## src/rtl/ct_ifu_spsram_512x22_ctrl.sv

```systemverilog
// Access controller for the IFU 512x22 single-port SRAM: write/read arbitration plus an invalidate sweep.
// Optional macro CT_IFU_SRAM_RDATA_HOLD_EN keeps rd_data stable between reads.
module ct_ifu_spsram_512x22_ctrl #(
   parameter int ADDR_WIDTH   = 9,
   parameter int DATA_WIDTH   = 22,
   parameter int INV_ON_RESET = 1
) (
   input  logic                  forever_cpuclk,
   input  logic                  cpurst_b,
   input  logic                  inv_req,
   output logic                  inv_busy,
   output logic                  inv_done,
   input  logic                  wr_req,
   input  logic [ADDR_WIDTH-1:0] wr_idx,
   input  logic [DATA_WIDTH-1:0] wr_data,
   input  logic [DATA_WIDTH-1:0] wr_mask,
   output logic                  wr_gnt,
   input  logic                  rd_req,
   input  logic [ADDR_WIDTH-1:0] rd_idx,
   output logic                  rd_gnt,
   output logic                  rd_vld,
   output logic [DATA_WIDTH-1:0] rd_data,
   output logic [ADDR_WIDTH-1:0] sram_a,
   output logic                  sram_cen,
   output logic                  sram_gwen,
   output logic [DATA_WIDTH-1:0] sram_wen,
   output logic [DATA_WIDTH-1:0] sram_d,
   input  logic [DATA_WIDTH-1:0] sram_q
);

   typedef enum logic [0:0] {
      ST_IDLE = 1'b0,
      ST_INV  = 1'b1
   } state_t;

   localparam logic [ADDR_WIDTH-1:0] CNT_ZERO = {ADDR_WIDTH{1'b0}};
   localparam logic [ADDR_WIDTH-1:0] CNT_LAST = {ADDR_WIDTH{1'b1}};
   localparam logic [ADDR_WIDTH-1:0] CNT_ONE  = ADDR_WIDTH'(1'b1);
   localparam logic [DATA_WIDTH-1:0] D_ZERO   = {DATA_WIDTH{1'b0}};
   localparam logic [DATA_WIDTH-1:0] D_ONES   = {DATA_WIDTH{1'b1}};
   localparam logic                  INIT_PEND = (INV_ON_RESET != 0) ? 1'b1 : 1'b0;

   state_t                  state_r;
   logic [ADDR_WIDTH-1:0]   inv_cnt_r;
   logic                    inv_done_r;
   logic                    rd_vld_r;
   logic                    init_pend_r;
   logic                    start_inv_s;
   logic                    last_s;
   logic                    wr_gnt_s;
   logic                    rd_gnt_s;
   logic [ADDR_WIDTH-1:0]   sram_a_s;
   logic                    sram_cen_s;
   logic                    sram_gwen_s;
   logic [DATA_WIDTH-1:0]   sram_wen_s;
   logic [DATA_WIDTH-1:0]   sram_d_s;

   // init_pend_r stands in for an inv_req on the first edge after reset release.
   assign start_inv_s = inv_req | init_pend_r;
   assign last_s      = (state_r == ST_INV) && (inv_cnt_r == CNT_LAST);

   // Grant arbitration: invalidate beats write beats read; nothing is granted in reset or INV.
   always_comb begin
      wr_gnt_s = 1'b0;
      rd_gnt_s = 1'b0;
      if (cpurst_b && (state_r == ST_IDLE) && !start_inv_s) begin
         if (wr_req) begin
            wr_gnt_s = 1'b1;
         end else if (rd_req) begin
            rd_gnt_s = 1'b1;
         end else begin
            wr_gnt_s = 1'b0;
            rd_gnt_s = 1'b0;
         end
      end else begin
         wr_gnt_s = 1'b0;
         rd_gnt_s = 1'b0;
      end
   end

   // SRAM pin mux: sweep, granted write, granted read, or parked.
   always_comb begin
      sram_a_s    = CNT_ZERO;
      sram_cen_s  = 1'b1;
      sram_gwen_s = 1'b1;
      sram_wen_s  = D_ONES;
      sram_d_s    = D_ZERO;
      case (state_r)
         ST_INV: begin
            sram_a_s    = inv_cnt_r;
            sram_cen_s  = 1'b0;
            sram_gwen_s = 1'b0;
            sram_wen_s  = D_ZERO;
            sram_d_s    = D_ZERO;
         end
         ST_IDLE: begin
            if (wr_gnt_s) begin
               sram_a_s    = wr_idx;
               sram_cen_s  = 1'b0;
               sram_gwen_s = 1'b0;
               sram_wen_s  = ~wr_mask;
               sram_d_s    = wr_data;
            end else if (rd_gnt_s) begin
               sram_a_s    = rd_idx;
               sram_cen_s  = 1'b0;
               sram_gwen_s = 1'b1;
               sram_wen_s  = D_ONES;
               sram_d_s    = D_ZERO;
            end else begin
               sram_a_s    = CNT_ZERO;
               sram_cen_s  = 1'b1;
               sram_gwen_s = 1'b1;
               sram_wen_s  = D_ONES;
               sram_d_s    = D_ZERO;
            end
         end
         default: begin
            sram_a_s    = CNT_ZERO;
            sram_cen_s  = 1'b1;
            sram_gwen_s = 1'b1;
            sram_wen_s  = D_ONES;
            sram_d_s    = D_ZERO;
         end
      endcase
   end

   // Sweep FSM, sweep counter, done pulse and read-valid pipeline.
   always_ff @(posedge forever_cpuclk or negedge cpurst_b) begin
      if (!cpurst_b) begin
         state_r     <= ST_IDLE;
         inv_cnt_r   <= CNT_ZERO;
         inv_done_r  <= 1'b0;
         rd_vld_r    <= 1'b0;
         init_pend_r <= INIT_PEND;
      end else begin
         inv_done_r <= 1'b0;
         rd_vld_r   <= rd_gnt_s;
         case (state_r)
            ST_IDLE: begin
               inv_cnt_r <= CNT_ZERO;
               if (start_inv_s) begin
                  state_r     <= ST_INV;
                  init_pend_r <= 1'b0;
               end else begin
                  state_r     <= ST_IDLE;
               end
            end
            ST_INV: begin
               if (last_s) begin
                  state_r    <= ST_IDLE;
                  inv_cnt_r  <= CNT_ZERO;
                  inv_done_r <= 1'b1;
               end else begin
                  state_r    <= ST_INV;
                  inv_cnt_r  <= inv_cnt_r + CNT_ONE;
               end
            end
            default: begin
               state_r   <= ST_IDLE;
               inv_cnt_r <= CNT_ZERO;
            end
         endcase
      end
   end

`ifdef CT_IFU_SRAM_RDATA_HOLD_EN
   logic [DATA_WIDTH-1:0] hold_r;

   // Last returned read word; deliberately untouched by the sweep.
   always_ff @(posedge forever_cpuclk or negedge cpurst_b) begin
      if (!cpurst_b) begin
         hold_r <= D_ZERO;
      end else if (rd_vld_r) begin
         hold_r <= sram_q;
      end else begin
         hold_r <= hold_r;
      end
   end

   assign rd_data = rd_vld_r ? sram_q : hold_r;
`else
   assign rd_data = sram_q;
`endif

   assign inv_busy  = (state_r == ST_INV);
   assign inv_done  = inv_done_r;
   assign rd_vld    = rd_vld_r;
   assign wr_gnt    = wr_gnt_s;
   assign rd_gnt    = rd_gnt_s;
   assign sram_a    = sram_a_s;
   assign sram_cen  = sram_cen_s;
   assign sram_gwen = sram_gwen_s;
   assign sram_wen  = sram_wen_s;
   assign sram_d    = sram_d_s;

endmodule

```

## config.mk

```make
export PLATFORM = sky130hd
export DESIGN_NAME = ct_ifu_spsram_512x22_ctrl
export DESIGN_NICKNAME = d
export VERILOG_FILES = /design/src/rtl/ct_ifu_spsram_512x22_ctrl.sv
export SDC_FILE = /design/constraint.sdc
export NUM_CORES = 1
export LEC_CHECK = 0
export BUFFER_PORTS_ARGS = -buffer_cell sky130_fd_sc_hd__buf_2
export CAP_MARGIN = 0
export CELL_PAD_IN_SITES_DETAIL_PLACEMENT = 0
export CELL_PAD_IN_SITES_GLOBAL_PLACEMENT = 1
export CORE_MARGIN = 1
export CORE_UTILIZATION = 18
export DETAILED_ROUTE_END_ITERATION = 10
export HOLD_SLACK_MARGIN = 0.02
export PLACE_DENSITY = 0.79
export SETUP_SLACK_MARGIN = 0.05
export SLEW_MARGIN = 20
export SYNTH_ARGS = -nofsm -noshare
export SYNTH_HDL_FRONTEND = slang
export SYNTH_SLANG_ARGS = --single-unit
```

## constraint.sdc

```tcl
create_clock -name forever_cpuclk -period 2.4 [get_ports forever_cpuclk]
set_input_delay 0.48 -clock forever_cpuclk [delete_from_list [all_inputs] [get_ports forever_cpuclk]]
set_output_delay 0.48 -clock forever_cpuclk [all_outputs]
set_load 0.05 [all_outputs]
```

Yosys cells after proc, flatten, opt, wreduce, memory -nomap -nowiden
Index checks and enable logic that the tools add are counted.
{"block": "word_totals", "ff_bits": 13, "in_bits": 89, "word_cells": 39}
{"block": "classes", "add_sub_neg": 1, "eq_ne": 1, "n_mux": 24, "n_bitwise": 3, "n_reduce_logical": 5}
{"cell": "22-bit one-hot mux with 2 select lines", "n": 2}
{"cell": "22-bit 2-to-1 mux", "n": 2}
{"cell": "9-bit one-hot mux with 2 select lines", "n": 2}
{"cell": "9-bit 2-to-1 mux", "n": 3}
{"cell": "22-bit inverter", "n": 1}
{"cell": "1-bit 2-to-1 mux", "n": 12}
{"cell": "9-bit by 1-bit adder with 9-bit output, second input constant", "n": 1}
{"cell": "9-bit == test, second input constant", "n": 1}
{"cell": "1-bit one-hot mux with 2 select lines", "n": 3}
{"cell": "1-bit logical AND", "n": 3}
{"cell": "2-bit AND reduction", "n": 1}
{"cell": "1-bit logical NOT", "n": 1}
{"cell": "1-bit inverter", "n": 1}
{"cell": "1-bit bitwise OR", "n": 1}

Depth between registers and ports, before layout
Gate-level depths: netlist of the first run.
{"block": "logic_depth", "depth_word": 7, "depth_mapped": 7}

Least setup slack after synthesis of the first run
OpenSTA, ideal clock, no wires.
{"block": "synth_timing", "path_type": "reg2out", "from": "register state_r (netlist: inv_busy)", "to": "output sram_cen", "arrival_time_ps": 2297, "t_required_ps": 1920, "setup_slack_ps": -377, "stages_incl_launch_ff": 6, "path_cell_list": "dfrtp_1 -> nor3_2 -> and3_1 -> buf_4 -> buf_6 -> nor3_1"}
{"block": "synth_via", "elab_chain_cells": 7}
{"item": "start: declaration", "line": "43", "source": "state_t state_r;"}
{"item": "start signal: assignment", "line": "130", "source": "state_r <= ST_IDLE;"}
{"item": "start signal: assignment", "line": "142", "source": "state_r <= ST_INV;"}
{"item": "start signal: assignment", "line": "145", "source": "state_r <= ST_IDLE;"}
{"item": "1-bit inverter", "line": "66, 88"}
{"item": "1-bit logical AND (2 in series)", "line": "66", "source": "if (cpurst_b && (state_r == ST_IDLE) && !start_inv_s) begin"}
{"item": "1-bit 2-to-1 mux", "line": "66"}
{"item": "1-bit 2-to-1 mux", "line": "103", "source": "end else if (rd_gnt_s) begin"}
{"item": "1-bit 2-to-1 mux", "line": "97", "source": "if (wr_gnt_s) begin"}
{"item": "1-bit one-hot mux with 2 select lines (*)", "line": "88", "source": "case (state_r)"}
{"item": "end: declaration", "line": "24", "source": "output logic sram_cen,"}
Mark *: on every way between the ends. The rest lies on a longest branch, timed or not.

Final worst setup path of the first run
{"block": "layout_timing", "from": "register init_pend_r", "to": "output sram_a[0]"}
{"block": "layout_via", "elab_chain_cells": 7}
{"item": "start: declaration", "line": "47", "source": "logic init_pend_r;"}
{"item": "start signal: assignment", "line": "134", "source": "init_pend_r <= INIT_PEND;"}
{"item": "start signal: assignment", "line": "143", "source": "init_pend_r <= 1'b0;"}
{"item": "1-bit bitwise OR (*)", "line": "59", "source": "assign start_inv_s = inv_req | init_pend_r;"}
{"item": "1-bit logical NOT (*)", "line": "66"}
{"item": "1-bit logical AND (*)", "line": "66"}
{"item": "1-bit 2-to-1 mux", "line": "66"}
{"item": "9-bit 2-to-1 mux", "line": "103"}
{"item": "9-bit 2-to-1 mux (*)", "line": "97"}
{"item": "9-bit one-hot mux with 2 select lines (*)", "line": "88"}
{"item": "end: declaration", "line": "23", "source": "output logic [ADDR_WIDTH-1:0] sram_a,"}
Marked as above.

==> impl_results.md, run 1 <==
- R2r worst-path depth: 7
- Outcome: finished with violations
- GRT Util Overall: 10.45%
- TritonCTS Buffers: 3
- Post-Layout Cell Count: 327
- Die span in y: 84.37 um
- Critical Path Slowest Stage Cell: dfstp_2
- #FFs+latches synth: 13
- Die area: 0.007117 mm^2
- CTS tree: yes
- Clk_lat worst skew: 240 ps
- Post-CTS setup buffers: 0
- Final Slew Violations: 0
- First DRT Iteration DRCs: 78
- Violated checks: DRC
- Reg-to-Reg End: inv_cnt_r[7]
- Core Area: 0.006459 mm^2
- Routed Antenna Nets: 0
- Most numerous cell in the Yosys netlist: and2_1
- Register-to-register path setup slack: 490 ps
- Root Driver: clkbuf_8
- Die W: 84.37 um
- PwrDens: 576.3 mW/mm^2
- Detailed placer's ending HPWL: 3272 um
- CP max FO: 8
- # nets final: 342
- Cells along the critical path: nor3_2 > and3_2 > buf_4 > a221o_1 > buf_4
- Clock Tree Buf Depth: 2
- DR vias: 1358
- N_diodes: 0
- Largest net degree at the start of global routing: 49
- Routed wire length: 4023 um
- Minimum clock period: 2281 ps
- Clock Skew: 1.447 ps
- RSZ-0062 raised after global routing: yes
- Initial DRT Pass Iterations: 9
- Primary FF master, synth: dfrtp_1
- Max_cap viols: 0
- GPL Wtd Cong: 0.7531
- Via count of the first global-routing pass: 1230
- Ys async rst share: 100.0%
- Slew @ Worst Pin: 322.5 ps
- Post-CTS sizing: 0
- Synth-to-layout area growth: 53.28%
- Final critical-path share of the clock period: 95.04%
- Share of layout cells above drive strength 1: 64.80%
- Placement Rows: 29
- Critical path class: reg -> out
- Syn_nets: 239
- Synth top area cells: dfrtp_1, buf_4, and2_1
- Number of H-tree levels: 1
- Post-synth EDFFs: 0
- Wirelength per Cell: 12.30 um
- Ports: 171
- Yosys top cell area share: 24.59%
- Min-delay worst type: in -> async
- Slowest stage delay, CP: 530 ps
- Register area share after synthesis: 26.74%
- Pre-CTS WS: 216.1 ps
- Most used cell, CP: buf_4
- Final Hold Fails: 0
- Post-Synthesis Cells: 148
- CP endpoint kind: output pin
- Max Freq: 0.4384 GHz
- Post-synth design cell area: 0.001221 mm^2
- CP Data Required Time: 1920 ps
- GR Overflow Total: 0
- Count of final setup violators: 0
- Placed insts: 323
- First-pass GRT wire length: 5975 um
- Post-route setup slack: 119.1 ps
- CTS Sinks: 13
- Syn Area/Cell: 8.251 um^2
- CP Launch Type: flop
- R2r startpoint: inv_cnt_r[0]
- CP Data Arrival Time: 1800 ps
- Maximum vdd drop: 270.5 uV
- # DRC: 14
- # port buffers: 126
- Antenna violations before repair: 0
- Synth unique cells: 28
- Initial core utilization: 18.91%
- Synth cell count leaders: and2_1, buf_4, a21oi_1, dfrtp_1, a221o_1
- Largest area contributor in the netlist: dfrtp_1
- Total Power: 1079 uW
- Static leakage: 0.001082 uW
- Ys Warns: 0
- Drt via density: 4.153
- Slew HR: 78.50%
- Hold_buf cts: 0
- Reg clk slew, reported paths: 50 ps
[state kept, by name, summed over array words and instances (netlist names)]
name / cells
inv_cnt_r: 9
inv_busy: 1
init_pend_r: 1
inv_done: 1
rd_vld: 1
[cells by family (layout without fill, tap and decap cells)]
group | after synthesis | after routing | share of synthesized area [%]
simple gates | 59 | 59 | 30.02
compound gates | 36 | 36 | 18.65
buf+inv | 35 | 137 | 20.39
flops | 13 | 13 | 26.74
xor+xnor | 3 | 3 | 2.152
fa+ha+maj | 2 | 2 | 2.049
[power by group]
part	switching [uW]	internal (uW)	total, uW
Combinational	324	207	531
Clock	79.0	117	196
Sequential	74.9	276	351
[layout by cell type (no fill, tap or decap), drive strengths merged, types with 4 or more instances in the layout]
| cell | Yosys | layout |
|---|---|---|
| a21oi | 24 | 24 |
| nor2 | 7 | 7 |
| a221o | 9 | 9 |
| dfrtp | 12 | 12 |
| and2 | 35 | 35 |
| nand3 | 4 | 4 |
| buf | 32 | 132 |
| clkbuf | 2 | 4 |
[critical path: cells and delay by family, from the launching register on]
kind,cells,cell delay [ps]
AND/OR/NAND/NOR,2,280
buffers and inverters,2,370
flip-flops,1,530
AO/OA/AOI/OAI,1,370
[through the flow]
| step | utilization [%] | hold slack, ps | setup TNS [ps] | instance area [um^2] |
|---|---|---|---|---|
| after floorplan | - | 184.4 | -1559 | 1279 |
| after global placement | 28.17 | 305.3 | 0 | 1819 |
| after detailed placement | 28.17 | 306.9 | 0 | 1819 |
| after CTS | 28.86 | 45.53 | 0 | 1864 |
| after global routing | 28.98 | 32.49 | 0 | 1872 |
| final | 28.98 | 44.62 | 0 | 1872 |
[area by class of cell]
cell class	instances	area [um^2]
inverter	1	3.754
clock buffer	4	45.04
sequential	13	326.6
fill	700	4587
timing repair buffer	132	695.7
multi-input combinational	100	704.4
tap	77	96.34
[routing by layer]
metal  global-route usage [%]  share of wire [%]  up-vias
li1                         -                  -      688
met1                    12.25                 40      595
met2                    18.55                 51       71
met3                    2.753                8.4        4
met4                    3.390               0.94        0
met5                        0                  0        -
[how the worst max path moves through the flow]
| stage | startpoint | to | slack (ps) | depth (start not counted) |
|---|---|---|---|---|
| global placement | inv_req | sram_a[8] | 250 | 6 |
| floorplan | inv_busy | sram_wen[13] | -190 | 5 |
| finish | init_pend_r | sram_a[0] | 120 | 5 |
| CTS | init_pend_r | sram_a[0] | 80 | 5 |
| global route | init_pend_r | sram_a[8] | 50 | 5 |
| detailed placement | inv_req | sram_a[8] | 220 | 6 |
Note: power is estimated with default switching activity, not from simulation.
==> run 2, diff against run 1 <==
Settings changed: RECOVER_POWER from default to 50.
==> impl_results.md, run 2 (same netlist as run 1, synthesis figures left out) <==
- Final Slew Violations: 0 (unchanged)
- Top reg by flops: inv_cnt_r
- # nets final: 342 (unchanged)
- DR vias: 1369 (+0.81%)
- Routed wire length: 4020 um (about the same)
- Register-to-register path setup slack: 370 ps (-120 ps)
- GR Overflow Total: 0 (unchanged)
- Commonest non-fill, non-tap cell in the layout: buf_2
- Slew HR: 58.41% (-20 points)
- Die span in y: 84.37 um (unchanged)
- Fin area: 0.001856 mm^2 (-0.87%)
- Count of final setup violators: 0 (unchanged)
- Post-route setup slack: 117.6 ps (-1.437 ps)
- Multi-input gate area: 696.9 um^2 (-1.1%)
- Largest register FFs: 9 (unchanged)
- Post-CTS sizing: 0 (unchanged)
- Slowest stage delay, CP: 530 ps (about the same)
- RSZ-0062 raised after global routing: yes
- Placement Rows: 29 (unchanged)
- Buf/Inv on CP: 2 (unchanged)
- Die area: 0.007117 mm^2 (unchanged)
- First-pass GRT wire length: 5975 um (unchanged)
- Drt via density: 4.187 (+0.81%)
- Routed Antenna Nets: 0 (unchanged)
- Max Freq: 0.4381 GHz (about the same)
- Pre-CTS WS: 216.1 ps (unchanged)
- Placed insts: 323 (unchanged)
- CTS Sinks: 13 (unchanged)
- Filler instances: 708 (+1.1%)
- Hold_buf cts: 0 (unchanged)
- Min-delay worst type: in -> async
- CTS tree: yes
- Antenna violations before repair: 0 (unchanged)
- Share of layout cells above drive strength 1: 62.40% (-2.4 points)
- Die W: 84.37 um (unchanged)
- Critical path class: reg -> out
- Synth-to-layout area growth: 51.95%
- Detailed placer's ending HPWL: 3272 um (unchanged)
- Initial DRT Pass Iterations: 9 (unchanged)
- CP endpoint kind: output pin
- Post-Layout Cell Count: 327 (unchanged)
- Final critical-path share of the clock period: 95.10% (about the same)
- Total Power: 1075 uW (-0.39%)
- Register area: 326.6 um^2 (unchanged)
- CP Launch Type: flop
- Clk_lat worst skew: 240 ps (about the same)
- # DRC: 14 (unchanged)
- Outcome: finished with violations
- Core Area: 0.006459 mm^2 (unchanged)
- Commonest non-fill, non-tap cells in the layout: buf_2, and2_1, a21oi_2
- Slew @ Worst Pin: 626.5 ps (+304.0 ps)
- CP max FO: 8 (unchanged)
- Reg clk slew, reported paths: 50 ps (about the same)
- Clock Tree Buf Depth: 2 (unchanged)
- Post-CTS setup buffers: 0 (unchanged)
- Number of H-tree levels: 1 (unchanged)
- Clock Skew: 1.769 ps (+0.3214 ps)
- Cells along the critical path: nor3_2 > and3_2 > buf_4 > a221o_1 > buf_4
- Root Driver: clkbuf_8
- Minimum clock period: 2282 ps (+1.437 ps)
- Ports: 171 (unchanged)
- Static leakage: 0.001061 uW (-1.9%)
- CP Data Arrival Time: 1800 ps (about the same)
- Max_cap viols: 0 (unchanged)
- First DRT Iteration DRCs: 78 (unchanged)
- Top delay family on crit path: flip-flops
- CP Data Required Time: 1920 ps (about the same)
- Critical Path Slowest Stage Cell: dfstp_2
- GRT Util Overall: 10.45% (unchanged)
- # port buffers: 126 (unchanged)
- Initial core utilization: 18.91% (unchanged)
- Via count of the first global-routing pass: 1230 (unchanged)
- Violated checks: DRC
- N_diodes: 0 (unchanged)
- GPL Wtd Cong: 0.7531 (unchanged)
- Largest net degree at the start of global routing: 49 (unchanged)
- Final Hold Fails: 0 (unchanged)
- Maximum vdd drop: 273.4 uV (+1.1%)
- PwrDens: 579.1 mW/mm^2 (+0.48%)
- Wirelength per Cell: 12.29 um (about the same)
- Placed Instance Area: 0.001819 mm^2 (unchanged)
- Most used cell, CP: buf_4
- TritonCTS Buffers: 3 (unchanged)
-- run 2: changes by cell type in the layout (fill, tap and decap cells not counted) --
cell      delta
and2_0       +2
nand2b_1     +1
nand2b_4     -1
buf_4        -1
clkbuf_1     +5
clkbuf_2     +2
buf_2        -6
and2_1       -2
-- run 2: final cells by class --
cell class              instances  area share, %
multi-input cells             100          37.56
well taps                      77          5.192
flip-flops and latches         13          17.60
repair buffers                132          37.02
clock buffers                   4          2.428
inverters                       1         0.2023
-- run 2: worst paths after layout --
path / startpoint / end / cells past startpoint
max in group asynchronous: cpurst_b / inv_cnt_r[1] / 2
max: init_pend_r / sram_a[0] / 5
min reg2reg: init_pend_r / init_pend_r / 1
min: cpurst_b / inv_busy / 1
max reg2reg: inv_cnt_r[0] / inv_cnt_r[7] / 7
min in group forever_cpuclk: init_pend_r / init_pend_r / 1
-- run 2: layer usage --
metal / part of all wire [%] / up-vias / routed length [um] / GRT usage [%]
met4: 0.95 / 0 / 38 / 3.390
met2: 51 / 74 / 2045 / 18.55
met1: 40 / 599 / 1593 / 12.25
li1: - / 692 / - / -
met5: 0 / - / 0 / 0
met3: 8.5 / 4 / 342 / 2.753
-- run 2: metrics by stage --
stage / TNS (ps) / util [%] / hold slack (ps)
after floorplan: -1559 / - / 184.4
after global placement: 0 / 28.17 / 305.3
after detailed placement: 0 / 28.17 / 306.9
after CTS: 0 / 28.86 / 45.53
after global routing: 0 / 28.73 / 85.04
final: 0 / 28.73 / 89.69
-- run 2: worst reg2reg max path: cells and delay by family (launching register included) --
family,cells,cell delay [ps]
adders and majority gates,2,470
and+or+nand+nor,5,1080
DFF,1,430
-- run 2: power breakdown --
group          switching [uW]  total (uW)  internal, uW
logic                     325         530           205
registers                75.7         352           276
clock network            75.4         193           117
total                     476        1070           599
